File: src/rtl/mem_pkg.sv
// Shared types and lane helpers for the data-memory access unit.
// Holds size/state enums, alignment check, store merge and load extend.
package mem_pkg;

  typedef enum logic [1:0] {
    BYTE    = 2'b00,
    HALF    = 2'b01,
    WORD    = 2'b10,
    ILLEGAL = 2'b11
  } mem_size_t;

  typedef enum logic [1:0] {
    IDLE  = 2'b00,
    READ  = 2'b01,
    WRITE = 2'b10,
    RESP  = 2'b11
  } mau_state_t;

  localparam int DATA_W = 32;

  function automatic logic misaligned(
    input mem_size_t  sz,
    input logic [1:0] off
  );
    logic r;
    unique case (sz)
      BYTE:    r = 1'b0;
      HALF:    r = off[0];
      WORD:    r = |off;
      default: r = 1'b1;
    endcase
    return r;
  endfunction

  // Replace the addressed lane(s) of the word; word stores pass wdata.
  function automatic logic [31:0] lane_merge(
    input logic [1:0]  off,
    input mem_size_t   sz,
    input logic [31:0] word,
    input logic [31:0] wdata
  );
    logic [31:0] r;
    r = word;
    unique case (sz)
      BYTE:    r[{off, 3'b000} +: 8]        = wdata[7:0];
      HALF:    r[{off[1], 4'b0000} +: 16]   = wdata[15:0];
      default: r = wdata;
    endcase
    return r;
  endfunction

  function automatic logic [31:0] load_extend(
    input logic [1:0]  off,
    input mem_size_t   sz,
    input logic        sext,
    input logic [31:0] word
  );
    logic [7:0]  b;
    logic [15:0] h;
    logic [31:0] r;
    b = word[{off, 3'b000} +: 8];
    h = word[{off[1], 4'b0000} +: 16];
    unique case (sz)
      BYTE:    r = {{24{sext & b[7]}}, b};
      HALF:    r = {{16{sext & h[15]}}, h};
      default: r = word;
    endcase
    return r;
  endfunction

endpackage

File: src/rtl/mem_lane_align.sv
// Combinational lane steering between a 32-bit RAM word and the datapath.
// Ports: offset/size/is_signed/word/wdata in; merged (store), loaded (load) out.
module mem_lane_align
  import mem_pkg::*;
(
  input  logic [1:0]  offset,
  input  mem_size_t   size,
  input  logic        is_signed,
  input  logic [31:0] word,
  input  logic [31:0] wdata,
  output logic [31:0] merged,
  output logic [31:0] loaded
);

  assign merged = lane_merge(offset, size, word, wdata);
  assign loaded = load_extend(offset, size, is_signed, word);

endmodule

File: src/rtl/mem_access_unit.sv
// Load/store initiator for the byte-addressed data RAM with RMW sub-word stores.
// Ports: req_* handshake in, rsp_* completion out, mem_* RAM interface.
module mem_access_unit
  import mem_pkg::*;
#(
  parameter int ADDR_W = 32
) (
  input  logic              clk,
  input  logic              rst_n,
  input  logic              req_valid,
  output logic              req_ready,
  input  logic              req_we,
  input  logic [1:0]        req_size,
  input  logic              req_signed,
  input  logic [ADDR_W-1:0] req_addr,
  input  logic [31:0]       req_wdata,
  output logic              rsp_valid,
  output logic [31:0]       rsp_rdata,
  output logic              rsp_err,
  output logic [ADDR_W-1:0] mem_addr,
  output logic              mem_read,
  output logic              mem_write,
  output logic [31:0]       mem_wdata,
  input  logic [31:0]       mem_rdata
);

  mau_state_t        state;
  mau_state_t        next;
  logic              we_q;
  mem_size_t         size_q;
  logic              sgn_q;
  logic [ADDR_W-1:0] addr_q;
  logic [31:0]       wdata_q;
  logic [31:0]       word_q;

  logic              err_now;
  logic [31:0]       align_word;
  logic [31:0]       merged;
  logic [31:0]       loaded;
  logic [ADDR_W-1:0] word_addr;

  assign err_now   = misaligned(mem_size_t'(req_size), req_addr[1:0]);
  assign word_addr = {addr_q[ADDR_W-1:2], 2'b00};

  // READ extends the live RAM word; WRITE merges into the captured one.
  assign align_word = (state == READ) ? mem_rdata : word_q;

  mem_lane_align u_align (
    .offset    (addr_q[1:0]),
    .size      (size_q),
    .is_signed (sgn_q),
    .word      (align_word),
    .wdata     (wdata_q),
    .merged    (merged),
    .loaded    (loaded)
  );

  always_ff @(posedge clk or negedge rst_n) begin
    if (!rst_n) begin
      state <= IDLE;
    end else begin
      state <= next;
    end
  end

  always_comb begin
    next = state;
    unique case (state)
      IDLE: begin
        if (req_valid) begin
          priority case (1'b1)
            err_now:                       next = RESP;
            !req_we:                       next = READ;
            mem_size_t'(req_size) == WORD: next = WRITE;
            default:                       next = READ;
          endcase
        end
      end
      READ:    next = we_q ? WRITE : RESP;
      WRITE:   next = RESP;
      RESP:    next = IDLE;
      default: next = IDLE;
    endcase
  end

  always_comb begin
    req_ready = 1'b0;
    rsp_valid = 1'b0;
    mem_read  = 1'b0;
    mem_write = 1'b0;
    mem_addr  = '0;
    mem_wdata = '0;
    unique case (state)
      IDLE: req_ready = 1'b1;
      READ: begin
        mem_read = 1'b1;
        mem_addr = word_addr;
      end
      WRITE: begin
        mem_write = 1'b1;
        mem_addr  = word_addr;
        mem_wdata = merged;
      end
      RESP:    rsp_valid = 1'b1;
      default: ;
    endcase
  end

  // Request latch, RMW word capture and held response registers.
  always_ff @(posedge clk or negedge rst_n) begin
    if (!rst_n) begin
      we_q      <= 1'b0;
      size_q    <= BYTE;
      sgn_q     <= 1'b0;
      addr_q    <= '0;
      wdata_q   <= '0;
      word_q    <= '0;
      rsp_rdata <= '0;
      rsp_err   <= 1'b0;
    end else begin
      unique case (state)
        IDLE: begin
          if (req_valid) begin
            we_q    <= req_we;
            size_q  <= mem_size_t'(req_size);
            sgn_q   <= req_signed;
            addr_q  <= req_addr;
            wdata_q <= req_wdata;
            if (err_now) begin
              rsp_rdata <= '0;
              rsp_err   <= 1'b1;
            end
          end
        end
        READ: begin
          word_q <= mem_rdata;
          if (!we_q) begin
            rsp_rdata <= loaded;
            rsp_err   <= 1'b0;
          end
        end
        WRITE: begin
          rsp_rdata <= '0;
          rsp_err   <= 1'b0;
        end
        default: ;
      endcase
    end
  end

endmodule

File: config.mk
export PLATFORM = sky130hd
export DESIGN_NAME = mem_access_unit
export DESIGN_NICKNAME = d
export VERILOG_FILES = /design/src/rtl/mem_pkg.sv /design/src/rtl/mem_lane_align.sv /design/src/rtl/mem_access_unit.sv
export SDC_FILE = /design/constraint.sdc
export NUM_CORES = 1
export LEC_CHECK = 0
export CAP_MARGIN = 15
export CORE_ASPECT_RATIO = 1.75
export CORE_UTILIZATION = 40
export CTS_CLUSTER_DIAMETER = 100
export DETAILED_ROUTE_END_ITERATION = 12
export PLACE_DENSITY = 0.64
export SLEW_MARGIN = 10
export SYNTH_ARGS = -nofsm -noshare
export SYNTH_HDL_FRONTEND = slang
export SYNTH_SLANG_ARGS = --single-unit
export TNS_END_PERCENT = 10
File: constraint.sdc
create_clock -name clk -period 5.15 [get_ports clk]
set_clock_uncertainty 0.2 [all_clocks]
set_input_delay 1.03 -clock clk [delete_from_list [all_inputs] [get_ports clk]]
set_output_delay 1.03 -clock clk [all_outputs]
set_load 0.02 [all_outputs]
==> results of run 1 <==
-- cell usage in the layout (no fill, tap or decap), drive strengths merged, types with 3 or more instances in the layout --
master	synthesis	layout
dfrtp	135	135
a221oi	32	32
a31oi	7	7
a21oi	3	3
and3	9	9
mux2	93	93
ha	9	9
o21ai	35	35
a32oi	16	16
and2	40	40
a22oi	8	8
mux2i	39	39
nor2b	4	4
o22ai	8	8
o221ai	7	7
nand2	26	26
clkdlybuf4s50	0	200
nand3	18	18
a211oi	15	15
inv	18	21
o41ai	7	7
clkinv	0	6
o211ai	25	25
nor2	25	25
a2111oi	15	15
clkbuf	27	19
nand4	3	3
a21boi	16	16
a211o	4	4
buf	38	18
-- final cells by class --
| type | instances | area, sq um |
|---|---|---|
| Fill cell | 1690 | 8590 |
| Multi-Input combinational cell | 484 | 3950 |
| Tap cell | 241 | 302 |
| Clock inverter | 13 | 146 |
| Clock buffer | 19 | 443 |
| Sequential cell | 135 | 3380 |
| Inverter | 18 | 67.6 |
| Timing Repair Buffer | 218 | 2150 |
-- critical path, delay by kind of cell, from the launching register on --
kind                       cells  cell delay (ns)
AOI/OAI and AO/OA              2             0.68
adders and majority gates      1             0.21
buffers and inverters          3             1.35
DFF                            1             0.40
and+or+nand+nor                2             0.48
-- power groups by stage --
stage	clock network [mW]	logic (mW)	registers (mW)
after global routing	1.28	4.89	2.03
after global placement	0	4.44	1.95
after floorplan	0	2.89	1.97
after CTS	1.23	4.56	1.96
after detailed placement	0	4.53	1.98
final	1.22	4.56	1.97
-- per-layer routing --
metal  vias to the layer above  wire, um
li1                       3013         -
met1                      3288      8930
met2                       331     13200
met3                        70      1550
met4                         0      1150
met5                         -         0
-- metrics by stage --
stage	instances	util
floorplan	702	-
global placement	1096	0.518
detailed placement	1096	0.518
global route	1128	0.549
CTS	1128	0.549
finish	1128	0.549
-- sequential cells by signal, indices dropped and copies added (netlist names) --
name	count
rsp_rdata	32
sgn_q	1
word_q	32
size_q	2
rsp_err	1
addr_q	32
state	2
wdata_q	32
we_q	1
-- how the worst max path moves through the flow --
stage | to | slack [ns]
5_1_grt | mem_wdata[9] | 0.15
3_5_place_dp | mem_wdata[28] | 0.65
2_1_floorplan | mem_wdata[24] | 1.07
4_1_cts | mem_wdata[28] | 0.39
3_3_place_gp | mem_wdata[28] | 0.59
6_report | mem_wdata[9] | 0.37
-- cell families after synthesis --
group | share of synthesized area
AND/OR/NAND/NOR | 0.0972
adder cells (fa/ha/maj) | 0.0145
buffers and inverters | 0.0562
flip-flops | 0.436
other | 0.000484
multiplexers | 0.190
AO/OA/AOI/OAI | 0.206
==> flow_summary.toml, run 1 <==
[outcome]
status = "complete, no violations"

[power]
p_comb_frac = 0.588
ir_worst_vdd_mv = 0.460
p_switching_mw = 3.42
internal_power_mw = 4.33
p_leak_nw = 4.24
p_sw_frac = 0.441
clockPowerShare = 0.157
p_per_area_nw_per_um2 = 742
p_seq_frac = 0.254
power_mw = 7.75

[synth]
yosys-top-cells-area = "dfrtp_1 (44%), mux2_2 (13%), mux2i_1 (4.9%)"
ys.flop_type = "dfrtp_1"
synth_top_area_share = 0.436
synth_cells = 701
syn_area_sq_um = 7750
synth_area_leader_cell = "dfrtp_1"
ys_seq_area_frac = 0.436
synth_common_cells = "dfrtp_1 (135), mux2_2 (90), and2_1 (39)"
synth.most_common_cell = "dfrtp_1"
yosysUniqueCellTypes = 60
ys_seq_elements = 135
synth_edf_count = 0
syn_avg_cell_area_sq_um = 11.1
synthArstFlopShare = 1.00
ys_warn_count = 0

[detailed_routing]
routedWlPerCell_um = 22.0
ant_nets = 0
drc = 0
drt_iter0_drc = 523
viasPerCell = 5.94
dr.pass1.iters = 6
totalWireLength_mm = 24.8
num_vias = 6702

[clock_network]
cts_post_setup_buffers_inserted = 0
clock_latency_ns = 0.42
clock_path_buffers = 2
cts_made_buffers = 17
post_cts_resized = 0
cts_sinks = 135
cts.clk_slew.worst_paths_ns = 0.06
cts_tree = "yes"
cts-root-buf = "clkbuf_16"
cts_hold_buf = 0
htreeDepth = 4

[timing]
fin_setup_tns_ns = 0
tightest_slew_ns = 0.877
slew_headroom = 0.415
setup-violations-final = 0
worst_hold_slack_ns = 0.298
hold_viol = 0
max_freq_ghz = 0.209
rsz0062_at_grt = "no"
finalCritPeriodShare = 0.929
finalMaxSlewViolations = 0
timing.final.ws_setup_ns = 0.368
fin_crit_ns = 4.78

[floorplan]
coreArea_sq_um = 19000
rows = 67
die-area_sq_um = 20000
start_util = 0.407
boundaryPins = 204
die_w_um = 107
die_y_um = 186

[critical_path]
cp_slowest_cell = "clkdlybuf4s50_1"
reg2reg_depth = 5
worst_path_largest_cell_delay_ns = 0.72
path_cells = "inv_2 > buf_4 > ha_1 > nand2_1 > nor3_2 > a221oi_1 > a211oi_1 > clkdlybuf4s50_1"
regToRegEndpoint = "rsp_rdata[31]$_DFFE_PN0P_"
path_max_fanout = 16
arrival_ns = 3.55
r2r_start = "state[1]$_DFFE_PN0N_"
critPathLaunchType = "flop"
end_kind = "primary output"
ff2ff_setup_slack_ns = 1.90
required_ns = 3.92
crit_type = "reg2out"
startpoint = "addr_q[1]$_DFFE_PN0P_"

[global_routing]
grt_usage = 0.256
grt_max_degree = 71
grt_pass1_wl_mm = 38.7
use_met2 = 0.461
grt.busiest_layer = "met2"
grt-ovfl-total = 0
first_global_vias = 6992
antenna_found_initial = 0
grtUsageMet3 = 0.0547
use_met1 = 0.276

[placed_design]
dpl_cell_area_sq_um = 9850
dp_hpwl_mm = 18.8
pre_cts_ws_ns = 0.653
io_buffers = 201
gp_congestion = 1.02

[job]
drv_cap = 0

[finish]
design_area_sq_um = 10400
synthToLayoutAreaGrowth_pct = 34.7
drive_gt1_frac = 0.194
n_antenna_cell = 0
nNetsFinal = 986

[hold_path]
hold_end = "addr_q[29]$_DFFE_PN0P_"
worstHoldPathType = "reg2reg"
worstHoldStart = "addr_q[29]$_DFFE_PN0P_"
hold_depth = 1
Note: power is estimated with default switching activity, not from simulation.
==> inputs of run 2 (changes only) <==
==> constraint.sdc (replaced) <==
create_clock -name clk -period 5.6 [get_ports clk]
set_clock_uncertainty 0.2 [all_clocks]
set_input_delay 1.12 -clock clk [delete_from_list [all_inputs] [get_ports clk]]
set_output_delay 1.12 -clock clk [all_outputs]
set_load 0.02 [all_outputs]
==> run 2 against run 1 <==
Combinational power is 9.0% lower. Total power is 8.7% lower. Cell count hardly changed. Die area stayed put. Sequential cell count stayed put. Highest routed layer unchanged.
==> flow_summary.toml, run 2 (synthesized netlist as in run 1, its figures left out) <==
[clock_network]
cts_hold_buf = 0
cts_sinks = 135
cts_post_setup_buffers_inserted = 0
cts-root-buf = "clkbuf_16"
cts.clk_slew.worst_paths_ns = 0.06
cts_tree = "yes"
post_cts_resized = 0
clock_path_buffers = 2
htreeDepth = 4
cts_made_buffers = 17
clock_latency_ns = 0.42

[detailed_routing]
routed.top_layer = "met4"
routedWlPerCell_um = 21.6
num_vias = 6679
totalWireLength_mm = 24.4
drt_iter0_drc = 391
dr.pass1.iters = 5
drt-met1-wl_mm = 8.88
viasPerCell = 5.93
drc = 0
ant_nets = 0
route.met2.wl_mm = 12.8
wl_met3_mm = 1.40

[finish]
final_cells = 1127
design_area_sq_um = 10400
synthToLayoutAreaGrowth_pct = 34.4
fin_util = 0.547
final_common_cell = "clkdlybuf4s50_1"
nNetsFinal = 985
final_cell_mix = "clkdlybuf4s50_1 (200), dfrtp_1 (134), mux2_2 (90)"
n_antenna_cell = 0
drive_gt1_frac = 0.193

[critical_path]
path_cells = "inv_1 > ha_2 > buf_4 > mux2_2 > a221oi_1 > a2111oi_0 > clkdlybuf4s50_1"
required_ns = 4.28
crit_type = "reg2out"
worst_path_largest_cell_delay_ns = 0.75
cp_slowest_cell = "clkdlybuf4s50_1"
critPathLaunchType = "flop"
ff2ff_setup_slack_ns = 2.07
arrival_ns = 3.63
end_kind = "primary output"
path_max_fanout = 32

[job]
drv_cap = 0

[global_routing]
first_global_vias = 6918
grt-ovfl-total = 0
grt_max_degree = 75
antenna_found_initial = 0
grt_pass1_wl_mm = 38.1
grt_usage = 0.253

[floorplan]
die_w_um = 107
coreArea_sq_um = 19000
die_y_um = 186
rows = 67
die-area_sq_um = 20000
start_util = 0.407
boundaryPins = 204

[timing]
setup-violations-final = 0
slew_headroom = 0.221
rsz0062_at_grt = "no"
finalMaxSlewViolations = 0
max_freq_ghz = 0.202
finalCritPeriodShare = 0.885
hold_viol = 0
fin_crit_ns = 4.95
tightest_slew_ns = 1.17
fin_setup_tns_ns = 0

[hold_path]
worstHoldPathType = "reg2reg"

[placed_design]
io_buffers = 201
place_inst = 1095
gp_congestion = 0.955
dp_hpwl_mm = 18.5
dpl_cell_area_sq_um = 9830

[power]
p_switching_mw = 3.10
p_sw_frac = 0.439
ir_worst_vdd_mv = 0.327
internal_power_mw = 3.97
power_mw = 7.08
p_leak_nw = 4.22
p_comb_frac = 0.586
clockPowerShare = 0.158
p_seq_frac = 0.256
p_per_area_nw_per_um2 = 679

[outcome]
status = "complete, no violations"
==> run 2: worst max-delay path, delay by kind of cell (launching register included) <==
family | cells | cell delay [ns]
multiplexers | 1 | 0.20
adder cells (fa/ha/maj) | 1 | 0.66
buffers and inverters | 3 | 1.17
AO/OA/AOI/OAI | 2 | 0.76
flip-flops | 1 | 0.41
==> run 2: stage by stage <==
stage               worst slack (ns)  hold slack (ns)
finish                         0.646            0.302
detailed placement             0.948            0.288
CTS                            0.655            0.305
global placement               0.906            0.281
global route                   0.431            0.318
floorplan                       1.43            0.266
==> run 2: layout make-up <==
class                      instances  area, sq um
fill                            1693         8610
inverter                          18         67.6
multi-input combinational        484         3950
clock inverter                    13          145
clock buffer                      19          443
tap                              241          302
timing repair buffer             217         2130
sequential                       135         3380
==> run 2: final timing paths <==
check                                            end  cells past startpoint                   start
max reg2reg                 rsp_rdata[1]$_DFFE_PN0P_                      8    state[1]$_DFFE_PN0N_
max in group asynchronous  rsp_rdata[19]$_DFFE_PN0P_                      2                   rst_n
min in group asynchronous     wdata_q[5]$_DFFE_PN0P_                      1                   rst_n
min                           addr_q[23]$_DFFE_PN0P_                      1  addr_q[23]$_DFFE_PN0P_
max                                    mem_wdata[28]                      7    state[1]$_DFFE_PN0N_
min reg2reg                   addr_q[23]$_DFFE_PN0P_                      1  addr_q[23]$_DFFE_PN0P_
==> run 2: power by group through the flow <==
| stage | logic (mW) | clock network, mW | registers, mW |
|---|---|---|---|
| after detailed placement | 4.14 | 0 | 1.82 |
| after floorplan | 2.66 | 0 | 1.81 |
| after global placement | 4.07 | 0 | 1.79 |
| after global routing | 4.47 | 1.18 | 1.87 |
| final | 4.15 | 1.12 | 1.81 |
| after CTS | 4.16 | 1.14 | 1.81 |
==> run 2: per-layer routing <==
| metal | up-vias | GRT usage |
|---|---|---|
| met5 | - | 0 |
| met3 | 77 | 0.0582 |
| met4 | 0 | 0.153 |
| met2 | 274 | 0.453 |
| li1 | 3026 | - |
| met1 | 3302 | 0.267 |
==> edit 1: new RTL, flow settings as in run 1 <==
Reset style: synchronous (`rst_n`), changed in 2 clocked blocks.
--- a/src/rtl/mem_access_unit.sv
+++ b/src/rtl/mem_access_unit.sv
@@ -57,3 +57,3 @@
 
-  always_ff @(posedge clk or negedge rst_n) begin
+  always_ff @(posedge clk) begin
     if (!rst_n) begin
@@ -109,3 +109,3 @@
   // Request latch, RMW word capture and held response registers.
-  always_ff @(posedge clk or negedge rst_n) begin
+  always_ff @(posedge clk) begin
     if (!rst_n) begin
Check against the original RTL: differs if rst_n is asserted again (counterexample within 4 cycles, from zero or initial values and one cycle with rst_n low); with rst_n held inactive, the same outputs for 4 cycles.
==> edit 1 against run 1 <==
  * Sequential cell count is the same
  * Wire length is 4.2% lower
  * Via count rose by 7.0%
  * Final area decreased by 3.1%
  * Count of clock-buffer cells in the layout did not move
  * Area after synthesis fell by 4.2%
  * Non-clock buffer count rose by 4
  * Setup slack gained 0.038 ns
  * Power decreased by 36%
  * Register-to-register slack worse by 0.02 ns
  * Maximum frequency up 0.81%
  * Critical path type unchanged
  * Critical endpoint is now mem_wdata[26]
==> edit 1: results <==
group,metric,value,unit
clock_tree,max-clock-path-buffers,2,
place,io_buffers,201,
synth,synthFlopType,"dfxtp_1",
global_route,grt_antenna_before_repair,0,
synth,synthTopCellsByArea,"dfxtp_1 (36%), nand2_1 (8.1%), a21boi_0 (6.9%)",
synth,yosysSeqAreaShare,36.4,%
clock_tree,cts_max_level,4,
clock_tree,clockRootBuffer,"clkbuf_16",
clock_tree,cts.reportedPaths.clkPinSlew,0.06,ns
global_route,grt_start_max_net_pins,78,
power_and_ir_drop,p_leak,0.00359,uW
critical_path,arrival,3.51,ns
drt,wl,23800,um
place,place_congestion,0.880,
global_route,grt_overflow,0,
global_route,grt_pass1_vias,6973,
drt,vias_per_cell,5.49,
power_and_ir_drop,ir_drop,0.265,mV
critical_path,path_max_fanout,29,
drt,first_pass_iters,6,
clock_tree,post_cts_buffers,0,
clock_tree,numCtsBuffers,17,
timing,tightest_slew,1.10,ns
drt,first_iter_violations,343,
synth,synthDistinctLibCells,55,
cells_and_area,nets,1170,
place,dp_hpwl,17300,um
synth,ys_warn_count,0,
global_route,grt_pass1_wl,37300,um
cells_and_area,drive_gt1_share,9.71,%
worst_hold_path,worstHoldPathType,"register to register",
run_status,outcome,"completed",
clock_tree,cts_resized,0,
cells_and_area,fillers,1732,
synth,synthTopCellsByCount,"nand2_1 (160), dfxtp_1 (135), a21boi_0 (68)",
synth,async_flop_share,0,%
global_route,grt_use_total,25.0,%
clock_tree,clock_latency,0.41,ns
edit 1: cell types whose count changed after synthesis, moves of 14 or more:
cell,run 1,this run
nand2_1,24,160
dfrtp_1,135,0
dfxtp_1,0,135
mux2_2,90,29
a21boi_0,16,68
clkbuf_1,25,52
a21oi_1,3,26
nor2_1,25,46
and2_1,39,59
o21ai_0,34,53
a32oi_1,16,0
a221oi_1,32,18
edit 1: final timing paths:
path / start / endpoint / slack, ns / depth (start not counted)
min reg2reg: addr_q[18] / addr_q[18] / 0.26 / 2
min: addr_q[18] / addr_q[18] / 0.26 / 2
max reg2reg: state[1] / rsp_rdata[20] / 1.88 / 9
max: state[1] / mem_wdata[26] / 0.41 / 8
edit 1: metal layers:
layer  global-route usage [%]  wire length [um]
met5                        0                 0
met4                     13.2              1120
met3                     5.04              1380
met2                     45.6             12300
met1                     26.9              9020
edit 1: logic make-up after synthesis:
kind of cell    count (synthesis)  synth area share, %
simple gates                  322                 20.1
other cells                     1               0.0505
buf+inv                        88                 5.41
flops                         135                 36.4
compound gates                276                 27.5
mux                            63                 9.00
fa+ha+maj                       9                 1.52
edit 1: through the flow:
stage                     instances  utilization [%]  setup WS, ns  power, uW  cell area (um^2)
after floorplan                 895                -          1.11       2930              7430
after global placement         1273             52.5         0.705       3710              9530
after detailed placement       1273             52.5         0.745       3740              9530
after CTS                      1305             55.7         0.385       4970             10100
after global routing           1305             55.7         0.270       5240             10100
final                          1306             55.8         0.406       4930             10100
edit 1: layout make-up:
type                            count  area, um^2  area share [%]
Multi-Input combinational cell    672        4330            42.8
Inverter                           10        37.5           0.371
Clock buffer                       19         433            4.28
Antenna cell                        1        2.50          0.0247
Tap cell                          234         293            2.90
Sequential cell                   135        2700            26.7
Timing Repair Buffer              222        2160            21.4
Clock inverter                     13         148            1.46
edit 1: critical path, cell delays in order (launching register included):
cell and delay, ns:
dfxtp_1 0.33, inv_1 0.12, ha_2 0.76, buf_4 0.32, mux2_2 0.45, a221oi_1 0.30, a211o_1 0.16, a21oi_1 0.07
clkdlybuf4s50_1 0.58
edit 1: report_power, final:
group | internal, uW | total, uW | switching [uW]
sequential | 1230 | 1340 | 118
combinational | 933 | 2370 | 1440
clock | 719 | 1210 | 495
==> edit 2: new RTL, config.mk and constraints of run 1 <==
Made on the original files. Change the parameter `ADDR_W` from 32 to 48.
--- a/src/rtl/mem_access_unit.sv
+++ b/src/rtl/mem_access_unit.sv
@@ -5,3 +5,3 @@
 #(
-  parameter int ADDR_W = 32
+  parameter int ADDR_W = 48
 ) (
Ports: changed (resized mem_addr and req_addr); port bits go from 204 to 236. No check against the original RTL was run, so the function may have changed too.
==> edit 2 against run 1 <==
  * Power is 9.4% higher
  * Register-to-register slack worse by 0.05 ns
  * Setup slack better by 0.0097 ns
  * Maximum frequency grew 0.20%
  * Final area increased by 6.5%
  * Wire length is 5.2% higher
  * Count of clock-buffer cells in the layout is 1 lower
  * Synthesized cell count grew 1.1%
  * Cell count up 4.6%
  * Core utilization grew 1.7 points
  * Sequential cell count increased by 16
  * Area after synthesis grew 3.0%
  * First-iteration DRC count fell by 9.0%
==> edit 2: results <==
group,metric,value,unit
critical_path,r2r_slack,1.85,ns
critical_path,max_stage_delay,0.70,ns
power_and_ir_drop,clkPwrFrac,15.2,%
cells_and_area,instances_no_fill,1180,
drt,wl,26200,um
global_route,grt_pass1_wl,40300,um
synth,synth.avg_cell_area,11.3,um^2
cells_and_area,clk_share,5.41,%
drt,m1WireLength,9040,um
cells_and_area,seq_area,3780,um^2
power_and_ir_drop,seqPwrFrac,26.2,%
synth,synth_seq_cells,151,
power_and_ir_drop,ir_drop,0.414,mV
cells_and_area,nMultiInputCombCells,486,
place,io_buffers,233,
critical_path,r2r_end,"rsp_rdata[11]",
critical_path,arrival,3.54,ns
place,place_congestion,0.859,
cells_and_area,nets,1050,
global_route,grt_start_max_net_pins,98,
timing,relSlewSlack,24.9,%
worst_hold_path,min_from,"rsp_rdata[2]",
worst_hold_path,hold_path_end,"rsp_rdata[2]",
cells_and_area,clock_buffer_count,18,
drt,wl_met2,13800,um
cells_and_area,drive_gt1_share,19.8,%
cells_and_area,inverters_excl_clock,16,
synth,synthDistinctLibCells,49,
critical_path,r2r_cells,7,
drt,first_pass_iters,5,
place,dp_hpwl,19800,um
global_route,met3_usage,7.13,%
drt,vias_per_cell,5.77,
global_route,grt_use_total,26.4,%
power_and_ir_drop,p_leak,0.00457,uW
drt,met3_length,1720,um
run_status,outcome,"completed",
global_route,groute.layer.met2.usage,46.0,%
worst_hold_path,hold_depth,2,
drt,first_iter_violations,476,
edit 2: cell types whose count changed in the layout (fill, tap and decap cells not counted), moves of 15 or more:
cell | before | now
a21boi_0 | 16 | 0
a21oi_1 | 3 | 34
a221o_1 | 0 | 17
clkdlybuf4s50_1 | 200 | 232
dfrtp_1 | 134 | 150
mux2_2 | 90 | 118
nand3_1 | 18 | 2
o22ai_1 | 8 | 23
edit 2: cell families after synthesis:
kind of cell / after synthesis / share of synthesized area [%]
fa+ha+maj: 9 / 1.41
flops: 151 / 47.3
compound gates: 203 / 17.9
buf+inv: 73 / 3.93
simple gates: 122 / 8.74
other cells: 1 / 0.0469
mux: 150 / 20.7
edit 2: stage by stage:
step	hold WS [ns]	instance area, um^2	power [uW]	setup slack (ns)
finish	0.291	11100	8480	0.377
floorplan	0.266	7990	5220	1.15
CTS	0.290	11100	8500	0.409
global placement	0.269	10500	7060	0.845
global route	0.318	11100	8960	0.246
detailed placement	0.275	10500	7180	0.885
